### config.mk
export PLATFORM = sky130hd
export DESIGN_NAME = j1
export DESIGN_NICKNAME = d
export VERILOG_FILES = /design/src/rtl/j1_pkg.sv /design/src/rtl/j1_stack.sv /design/src/rtl/j1.sv
export SDC_FILE = /design/constraint.sdc
export NUM_CORES = 1
export LEC_CHECK = 0
export CELL_PAD_IN_SITES_DETAIL_PLACEMENT = 0
export CELL_PAD_IN_SITES_GLOBAL_PLACEMENT = 1
export CORE_ASPECT_RATIO = 0.8
export CORE_MARGIN = 5
export CORE_UTILIZATION = 50
export DETAILED_ROUTE_END_ITERATION = 12
export GPL_ROUTABILITY_DRIVEN = 0
export PLACE_DENSITY_LB_ADDON = 0.1
export SLEW_MARGIN = 20
export SYNTH_ARGS = -nofsm -noshare
export SYNTH_HDL_FRONTEND = slang
export SYNTH_SLANG_ARGS = --single-unit
export TNS_END_PERCENT = 20
### constraint.sdc
create_clock -name clk -period 16.8 [get_ports clk]
set_input_delay 5.04 -clock clk [delete_from_list [all_inputs] [get_ports clk]]
set_output_delay 5.04 -clock clk [all_outputs]
set_load 0.02 [all_outputs]
### src/rtl/j1_pkg.sv
// Shared constants, instruction classes, ALU opcodes and stack-delta decode
// for the J1a 16-bit stack CPU.
package j1_pkg;

  localparam int WIDTH = 16;
  localparam int DEPTH = 16;
  localparam int PCW   = 13;
  localparam int SPW   = $clog2(DEPTH);

  typedef enum logic [2:0] {
    CLS_JMP  = 3'd0,
    CLS_JZ   = 3'd1,
    CLS_CALL = 3'd2,
    CLS_ALU  = 3'd3,
    CLS_LIT  = 3'd4
  } insn_cls_e;

  typedef enum logic [3:0] {
    OP_T     = 4'd0,
    OP_N     = 4'd1,
    OP_ADD   = 4'd2,
    OP_AND   = 4'd3,
    OP_OR    = 4'd4,
    OP_XOR   = 4'd5,
    OP_INV   = 4'd6,
    OP_EQ    = 4'd7,
    OP_LT    = 4'd8,
    OP_SRA   = 4'd9,
    OP_SHL   = 4'd10,
    OP_R     = 4'd11,
    OP_SUB   = 4'd12,
    OP_LD    = 4'd13,
    OP_DEPTH = 4'd14,
    OP_ULT   = 4'd15
  } alu_op_e;

  // Top three instruction bits select the class; bit 15 alone marks a literal.
  function automatic insn_cls_e insn_class(input logic [2:0] top);
    insn_cls_e c;
    if (top[2]) begin
      c = CLS_LIT;
    end else begin
      c = insn_cls_e'({1'b0, top[1:0]});
    end
    return c;
  endfunction

  // 2-bit signed delta sign-extended to pointer width (10 means -2).
  function automatic logic [SPW-1:0] stack_delta(input logic [1:0] d);
    return {{(SPW-2){d[1]}}, d};
  endfunction

endpackage

### src/rtl/j1_stack.sv
// Register-file stack: the pointer moves by delta each clock and an optional
// write lands at the new pointer; rd is the entry under the current pointer.
module j1_stack
  import j1_pkg::*;
#(
  parameter int WIDTH = j1_pkg::WIDTH,
  parameter int DEPTH = j1_pkg::DEPTH,
  localparam int PW = $clog2(DEPTH)
) (
  input  logic             clk,
  input  logic             reset,
  input  logic             we,
  input  logic [PW-1:0]    delta,
  input  logic [WIDTH-1:0] wd,
  output logic [WIDTH-1:0] rd,
  output logic [PW-1:0]    sp
);

  logic [WIDTH-1:0] mem_r [DEPTH];
  logic [PW-1:0]    sp_r;
  logic [PW-1:0]    sp_n_s;

  assign sp_n_s = sp_r + delta;
  assign rd     = mem_r[sp_r];
  assign sp     = sp_r;

  // Pointer update and write at the post-move slot; entries cleared on reset.
  always_ff @(posedge clk or negedge reset) begin
    if (!reset) begin
      sp_r <= {PW{1'b0}};
      for (int i = 0; i < DEPTH; i++) begin
        mem_r[i] <= {WIDTH{1'b0}};
      end
    end else begin
      sp_r <= sp_n_s;
      if (we) begin
        mem_r[sp_n_s] <= wd;
      end
    end
  end

endmodule

### src/rtl/j1.sv
// J1a core: one instruction per clock, T held in st0, N and R taken from the
// data and return stacks; code and data share an external dual-port RAM.
module j1
  import j1_pkg::*;
(
  input  logic             clk,
  input  logic             reset,
  input  logic [WIDTH-1:0] insn,
  output logic [PCW-1:0]   code_addr,
  input  logic [WIDTH-1:0] din,
  output logic [PCW-1:0]   mem_addr,
  output logic             mem_wr,
  output logic [WIDTH-1:0] dout
);

  logic [PCW-1:0]   pc_r, pc_n_s, pc_inc_s;
  logic [WIDTH-1:0] st0_r, st0_n_s, st1_s, rst0_s, alu_s, rwd_s;
  logic             reboot_r;
  logic             dwe_s, rwe_s, wr_s;
  logic [1:0]       dd_s, rdl_s;
  logic [SPW-1:0]   dsp_s, rsp_s, dstep_s, rstep_s;

  assign pc_inc_s = pc_r + PCW'(1);
  assign dstep_s  = stack_delta(dd_s);
  assign rstep_s  = stack_delta(rdl_s);

  j1_stack #(.WIDTH(WIDTH), .DEPTH(DEPTH)) u_dstack (
    .clk   (clk),
    .reset (reset),
    .we    (dwe_s),
    .delta (dstep_s),
    .wd    (st0_r),
    .rd    (st1_s),
    .sp    (dsp_s)
  );

  j1_stack #(.WIDTH(WIDTH), .DEPTH(DEPTH)) u_rstack (
    .clk   (clk),
    .reset (reset),
    .we    (rwe_s),
    .delta (rstep_s),
    .wd    (rwd_s),
    .rd    (rst0_s),
    .sp    (rsp_s)
  );

  // ALU result for an ALU-class instruction.
  always_comb begin
    alu_s = st0_r;
    case (alu_op_e'(insn[11:8]))
      OP_T:     alu_s = st0_r;
      OP_N:     alu_s = st1_s;
      OP_ADD:   alu_s = st0_r + st1_s;
      OP_AND:   alu_s = st0_r & st1_s;
      OP_OR:    alu_s = st0_r | st1_s;
      OP_XOR:   alu_s = st0_r ^ st1_s;
      OP_INV:   alu_s = ~st0_r;
      OP_EQ:    alu_s = {WIDTH{st1_s == st0_r}};
      OP_LT:    alu_s = {WIDTH{$signed(st1_s) < $signed(st0_r)}};
      OP_SRA:   alu_s = {st0_r[WIDTH-1], st0_r[WIDTH-1:1]};
      OP_SHL:   alu_s = {st0_r[WIDTH-2:0], 1'b0};
      OP_R:     alu_s = rst0_s;
      OP_SUB:   alu_s = st1_s - st0_r;
      OP_LD:    alu_s = din;
      OP_DEPTH: alu_s = {{(WIDTH-2*SPW){1'b0}}, dsp_s, rsp_s};
      OP_ULT:   alu_s = {WIDTH{st1_s < st0_r}};
      default:  alu_s = st0_r;
    endcase
  end

  // Decode and next-state selection; the reboot cycle behaves as a NOP.
  always_comb begin
    st0_n_s = st0_r;
    pc_n_s  = pc_inc_s;
    dwe_s   = 1'b0;
    rwe_s   = 1'b0;
    dd_s    = 2'b00;
    rdl_s   = 2'b00;
    rwd_s   = st0_r;
    wr_s    = 1'b0;
    if (reboot_r) begin
      pc_n_s = pc_r;
    end else begin
      case (insn_class(insn[15:13]))
        CLS_LIT: begin
          st0_n_s = {1'b0, insn[14:0]};
          dwe_s   = 1'b1;
          dd_s    = 2'b01;
        end
        CLS_JMP: pc_n_s = insn[PCW-1:0];
        CLS_JZ: begin
          st0_n_s = st1_s;
          dd_s    = 2'b11;
          pc_n_s  = (st0_r == {WIDTH{1'b0}}) ? insn[PCW-1:0] : pc_inc_s;
        end
        CLS_CALL: begin
          rwe_s  = 1'b1;
          rdl_s  = 2'b01;
          rwd_s  = {{(WIDTH-PCW-1){1'b0}}, pc_inc_s, 1'b0};
          pc_n_s = insn[PCW-1:0];
        end
        CLS_ALU: begin
          // Return address comes from the old R even if T->R overwrites it.
          st0_n_s = alu_s;
          pc_n_s  = insn[12] ? rst0_s[PCW:1] : pc_inc_s;
          dwe_s   = insn[7];
          rwe_s   = insn[6];
          wr_s    = insn[5];
          rdl_s   = insn[3:2];
          dd_s    = insn[1:0];
        end
        default: pc_n_s = pc_inc_s;
      endcase
    end
  end

  // Core state registers.
  always_ff @(posedge clk or negedge reset) begin
    if (!reset) begin
      pc_r     <= {PCW{1'b0}};
      st0_r    <= {WIDTH{1'b0}};
      reboot_r <= 1'b1;
    end else begin
      pc_r     <= pc_n_s;
      st0_r    <= st0_n_s;
      reboot_r <= 1'b0;
    end
  end

  assign code_addr = pc_n_s;
  assign mem_addr  = st0_n_s[PCW-1:0];
  assign mem_wr    = wr_s;
  assign dout      = st1_s;

endmodule

==> key figures, run 1 <==
Power
  – PnR Total Power: 6440 uW
  – Maximum vdd drop: 0.142 mV
  – PD cells: 199 nW/um^2
  – Static Leakage: 0.0145 uW

Global route
  – GR Util met1: 0.444
  – GRT Util Overall: 0.289
  – GRT busiest layer: met1
  – Initial antenna violation count: 0
  – GRT Residual Overflow: 0
  – Largest net degree at the start of global routing: approximately 120
  – GRT met3 Usage: 0.0514
  – First-pass GRT wire length: approximately 140 mm
  – M2 GR Usage: 0.413
  – Number of global-route vias before repair: 21300

Drt
  – DRT Wirelength: just over 90 mm
  – Via density: roughly 6.4
  – Initial DRC Count: 2721
  – Drt pass-1 iters: 6
  – DR vias: 21600
  – Post-route ant nets: 0
  – DRC viols: 0
  – Routed len/inst: 26.9 um

Timing
  – Setup TNS Final: 0 ns
  – Max frequency: 70.4 MHz
  – Min cycle time layout: 14.20 ns
  – RSZ-0062 raised after global routing: no
  – # setup viols final: 0
  – Slew Limit Fails: 0
  – Normalized max-slew margin: 0.264
  – Final Hold Fails: 0
  – Hold slack: 0.475 ns
  – Final Cycle Share: 0.845
  – Worst-margin pin slew: 1.10 ns
  – Clock Skew: 0.0439 ns

Worst setup path
  – Crit-path leading delay family: compound AO/OA/AOI/OAI gates
  – Crit-path max FO: 17
  – Critical path class: in -> out
  – Most common cell on crit path: clkdlybuf4s50_1
  – Crit end category: output pin
  – CP Buf/Inv Count: 3
  – Data required, critical path: 11.76 ns
  – CP peak stage delay: 0.95 ns
  – FF-to-FF Start: u_dstack.sp[0]
  – Critical path's slowest cell: clkdlybuf4s50_1
  – Critical Path AT: 9.16 ns
  – Critical path, cell by cell: clkdlybuf4s50_1 -> inv_1 -> a21oi_2 -> o21ai_0 -> a211o_1 -> a2111oi_0 -> a41oi_1 -> clkdlybuf4s50_1
  – CP startpoint kind: input pin
  – Setup crit start: insn[13]

Cells and area
  – Utilization after layout: 0.557
  – Area taken by multi-input logic gates: 14200 sq um
  – P&R area growth vs syn: 10.6%
  – Storage element area: 13800 sq um
  – Nets: 2674
  – Antenna Cells: 0
  – Most frequent cells in the layout: dfrtp_1, nand2_1, o21ai_0
  – Share of post-route cells with drive strength above 1: 0.209
  – Fill count: between 4000 and 5000
  – Commonest non-fill, non-tap cell in the layout: dfrtp_1

Yosys
  – Commonest register cell after synthesis: dfrtp_1
  – Mux share of post-synthesis cell area: 0.227
  – Syn_area_per_cell: around 11 sq um
  – Post-synth top area cell: dfrtp_1
  – Synth area leaders: dfrtp_1, mux4_2, o21ai_0
  – Yosys reg bits: 550
  – Synth Area in Compound Gates: 0.125
  – Synth Instances: 2598
  – Ys async rst share: 1.00
  – Syn. warnings: 0
  – Share of the synthesized area in the top cell type: 0.470
  – Post-synth EDFFs: 0
  – Post-synthesis simple-gate area fraction: 0.0990
  – Netlist cell types: 87
  – Post-synthesis sequential area ratio: 0.471
  – Adder-cell share of the synthesized area: 0.0263
  – Post-Synth XOR/XNOR Area: 0.00870
  – Largest family of logic cells by synthesized area: multiplexers
  – Post-synthesis instance area: ~29000 sq um
  – Syn nets: ~2700

Clock tree
  – Num Clock Sinks: 550
  – Post-CTS sizing: 0
  – Post-CTS Setup Inserts: 0
  – Latest clock arrival within the worst-skew pair: 0.64 ns
  – CTS tree: built
  – CTS hold repair buffers: 0
  – Worst-path clk slew: 0.06 ns
  – CTS Root Cell: clkbuf_16
  – Max clock buf depth: 3
  – H-tree Lvls: 2
  – CTS Buf Count: 56

Placed design
  – Port bufs: 76
  – Final HPWL DP: 59.2 mm

Floorplanning
  – Initial core utilization: 0.503
  – Core ar.: 58000 sq um
  – Ports: slightly below 80
  – Die ar.: approximately 63000 sq um
  – Die width: 280 um
  – Site Rows: 79
  – Die Y: approximately 230 um

Worst hold path
  – Worst Hold Class: reg -> reg
  – Hold_sp: u_rstack.mem_r[212]

Job
  – Max Cap Viol: 0

Run status
  – Status: complete, no violations
## synthesized netlist by cell type (all sizes together) (23+ instances only)
master  count
dfrtp     549
nand2     418
o21ai     324
mux2      266
clkbuf    148
mux4      138
nor2       87
a21oi      84
inv        67
buf        66
ha         55
mux2i      31
nand3      30
nor3       28
a221oi     23
## registers in the layout, summed over array words and instances (netlist names)
signal          count
u_dstack.sp         4
u_rstack.mem_r    256
st0_r              16
u_rstack.sp         4
pc_r               13
reboot_r            1
u_dstack.mem_r    256
## cell families after synthesis
| logic type | after synthesis |
|---|---|
| mux | 435 |
| other cells | 1 |
| compound gates | 603 |
| xor+xnor | 26 |
| flops | 550 |
| fa+ha+maj | 59 |
| buf+inv | 281 |
| simple gates | 643 |
## per-layer routing
metal  wire (um)  vias up  part of all wire
met2       38500      957              0.42
met4        3750        0             0.041
met1       42000    11000              0.46
li1            -     9364                 -
met3        6950      234             0.076
met5           0        -                 0
## worst register-to-register path, cell delays in order (launching register included)
cell and delay [ns]:
dfrtp_4 0.88, buf_4 0.73, mux4_2 0.62, mux2_2 0.27, o21ai_0 0.83, ha_1 0.57, nor3_1 0.33, nand2b_1 0.21
o211ai_1 0.72, a221oi_2 0.20, mux2i_1 0.73, nor3_2 0.21, a31oi_1 0.50
## worst paths after layout
check	endpoint	slack [ns]	depth (start not counted)
setup / recovery	mem_addr[11]	2.60	8
hold / removal	u_rstack.mem_r[212]	0.47	2
setup reg to reg	st0_r[1]	9.80	12
hold reg to reg	u_rstack.mem_r[212]	0.47	2
max in group asynchronous	u_rstack.sp[1]	9.91	3
min in group asynchronous	u_rstack.mem_r[1]	4.47	1
## where the power goes
group / switching [uW] / internal, uW / leakage, uW
combinational: 1810 / 1250 / 0.00632
sequential: 328 / 1810 / 0.00732
clock: 537 / 697 / 0.000889
## area by class of cell
class	count	share of cell area
Timing Repair Buffer	139	0.0386
Clock buffer	90	0.0529
Multi-Input combinational cell	1767	0.441
Inverter	67	0.00779
Sequential cell	550	0.427
Tap cell	769	0.0298
Clock inverter	10	0.00341
## through the flow
| stage | std cells | instance area [sq um] | setup WS (ns) |
|---|---|---|---|
| floorplan | 2598 | 29200 | 4.58 |
| global placement | 3292 | 30400 | 2.80 |
| detailed placement | 3292 | 30400 | 2.79 |
| CTS | 3392 | 32300 | 2.77 |
| global route | 3392 | 32300 | 2.49 |
| finish | 3392 | 32300 | 2.60 |
Power figures use the tool's default switching activity.
==> inputs of run 2 (changes only) <==
--- a/config.mk
+++ b/config.mk
@@ -9,7 +9,7 @@
 export CELL_PAD_IN_SITES_GLOBAL_PLACEMENT = 1
 export CORE_ASPECT_RATIO = 0.8
 export CORE_MARGIN = 5
-export CORE_UTILIZATION = 50
+export CORE_UTILIZATION = 46
 export DETAILED_ROUTE_END_ITERATION = 12
 export GPL_ROUTABILITY_DRIVEN = 0
 export PLACE_DENSITY_LB_ADDON = 0.1
==> constraint.sdc (replaced) <==
create_clock -name clk -period 12.8 [get_ports clk]
set_input_delay 3.84 -clock clk [delete_from_list [all_inputs] [get_ports clk]]
set_output_delay 3.84 -clock clk [all_outputs]
set_load 0.02 [all_outputs]
==> run 2 against run 1 <==
Net effect:
- setup slack worse by 1.7 ns
- utilization decreased by 3.9 points
- final cell count is 2.1% higher
- die area grew 8.3%
- worst hold slack got worse by 0.00065 ns
- combinational power increased by 33%
- total power is 33% higher
- sequential share of layout area fell by 0.28 points
==> key figures, run 2 (synthesis results as in run 1) <==
Global route
  – Largest net degree at the start of global routing: 169
  – Initial antenna violation count: 1
  – GRT Util Overall: 0.268
  – Number of global-route vias before repair: approximately 21000
  – First-pass GRT wire length: 141 mm
  – GRT Residual Overflow: 0

Timing
  – Final Cycle Share: 0.930
  – RSZ-0062 raised after global routing: no
  – Worst-margin pin slew: 1.25 ns
  – Clock Skew: between 0.04 and 0.05 ns
  – Setup TNS Final: 0 ns
  – Max frequency: 84.0 MHz
  – Slew Limit Fails: 0
  – Min cycle time layout: 11.90 ns
  – Normalized max-slew margin: 0.160
  – # setup viols final: 0
  – Final Hold Fails: 0

Worst setup path
  – FF-to-FF path depth: 13
  – CP peak stage delay: 0.95 ns
  – CP Buf/Inv Count: 3
  – Crit-path max FO: 17
  – FF-to-FF Start: u_dstack.sp[0]
  – Critical path class: in -> out
  – Critical path's slowest cell: clkdlybuf4s50_1
  – CP startpoint kind: input pin
  – Critical path, cell by cell: clkdlybuf4s50_1 -> inv_1 -> a21oi_2 -> o21ai_0 -> a21oi_1 -> and3_1 -> o211ai_1 -> nor4_1 -> a21oi_1 -> clkdlybuf4s50_1
  – Crit-path leading delay family: buffers and inverters
  – Critical Path AT: between 8 and 9 ns
  – Reg2reg end: st0_r[1]
  – Data required, critical path: roughly 9 ns
  – R2R setup slack: 6.29 ns
  – Crit end category: output pin

Clock tree
  – Num Clock Sinks: 550
  – Post-CTS sizing: 0
  – Max clock buf depth: 3
  – Post-CTS Setup Inserts: 0
  – CTS hold repair buffers: 0
  – Worst-path clk slew: 0.06 ns
  – CTS Buf Count: 56
  – CTS tree: built
  – CTS Root Cell: clkbuf_16
  – Latest clock arrival within the worst-skew pair: 0.64 ns
  – H-tree Lvls: 2

Power
  – Psw: 3540 uW
  – Static Leakage: around 0.015 uW
  – Logic pwr share: 0.477
  – Clock power share: 0.197
  – PD cells: 263 nW/um^2
  – Seq pwr share: 0.326
  – Pint: 5000 uW
  – Maximum vdd drop: between 0.15 and 0.2 mV
  – Net switching fraction of the power: 0.414

Placed design
  – Cells after DPL: 3363
  – Dpl cell area: 30600 sq um
  – Port bufs: between 70 and 80
  – Final HPWL DP: between 60 and 70 mm

Worst hold path
  – Worst Hold Class: reg -> reg
  – Hold_sp: u_rstack.mem_r[68]
  – Hold Crit Depth: 2
  – Hold path endpoint: u_rstack.mem_r[68]

Floorplanning
  – Die ar.: 68600 sq um
  – Ports: 77
  – Core ar.: 62800 sq um
  – Initial core utilization: 0.465
  – Die Y: 235 um
  – Site Rows: 82
  – Die width: slightly below 300 um

Cells and area
  – Commonest non-fill, non-tap cell in the layout: dfrtp_1
  – Nets: approximately 2700
  – Fill count: around 5600
  – Non-Filler Instances: roughly 3500
  – Most frequent cells in the layout: dfrtp_1, nand2_1, o21ai_0
  – Share of post-route cells with drive strength above 1: 0.213
  – Area taken by multi-input logic gates: between 10000 and 15000 sq um
  – Storage element area: about 14000 sq um
  – Antenna Cells: 0
  – Top Registers: u_dstack.mem_r (256), u_rstack.mem_r (256), st0_r (16)
  – Utilization after layout: 0.518
  – P&R area growth vs syn: 11.3%
  – Fin area: 32500 sq um

Drt
  – Initial DRC Count: 2283
  – Routed len/inst: 27.1 um
  – Drt pass-1 iters: 9
  – Post-route ant nets: 0
  – DRC viols: 0
  – Via density: 6.20
  – DRT Wirelength: 93.9 mm
  – DR vias: 21500

Run status
  – Status: complete, no violations

Job
  – Max Cap Viol: 0
run 2: worst min-delay path: cells and delay by family (launching register included):
kind	cells	cell delay, ns
DFF	1	0.34
AOI/OAI and AO/OA	1	0.06
and+or+nand+nor	1	0.04
run 2: area by class of cell:
class	count	share of cell area
well taps	840	0.0323
flip-flops and latches	550	0.424
clock inverters	19	0.00743
repair buffers	139	0.0389
inverters	67	0.00774
clock buffers	82	0.0507
multi-input cells	1767	0.439
run 2: worst max path at each step:
stage | from | end | slack, ns | cells past startpoint
CTS | insn[13] | mem_addr[12] | 1.08 | 10
floorplan | insn[10] | mem_addr[7] | 2.98 | 9
finish | insn[13] | mem_addr[12] | 0.90 | 10
global placement | insn[13] | mem_addr[12] | 1.14 | 10
detailed placement | insn[13] | mem_addr[12] | 1.09 | 10
global route | insn[13] | mem_addr[12] | 0.87 | 10
run 2: through the flow:
step | power, uW | worst slack, ns | hold WS (ns)
after floorplan | 5410 | 2.98 | 0.445
after global placement | 6750 | 1.14 | 0.456
after detailed placement | 6800 | 1.09 | 0.466
after CTS | 8510 | 1.08 | 0.480
after global routing | 8980 | 0.868 | 0.489
final | 8540 | 0.900 | 0.474
run 2: power groups by stage:
| stage | clock network [uW] | logic, uW | registers [uW] |
|---|---|---|---|
| after floorplan | 0 | 2780 | 2630 |
| after global routing | 1790 | 4330 | 2870 |
| final | 1680 | 4070 | 2790 |
| after detailed placement | 0 | 3990 | 2810 |
| after CTS | 1720 | 4000 | 2780 |
| after global placement | 0 | 3980 | 2770 |
run 2: routing by layer:
| layer | global-route usage | vias to the layer above | routed length [um] |
|---|---|---|---|
| met5 | 0 | - | 0 |
| li1 | - | 9340 | - |
| met3 | 0.0478 | 213 | 7560 |
| met4 | 0.0847 | 0 | 3430 |
| met1 | 0.417 | 10900 | 43700 |
| met2 | 0.383 | 992 | 39200 |
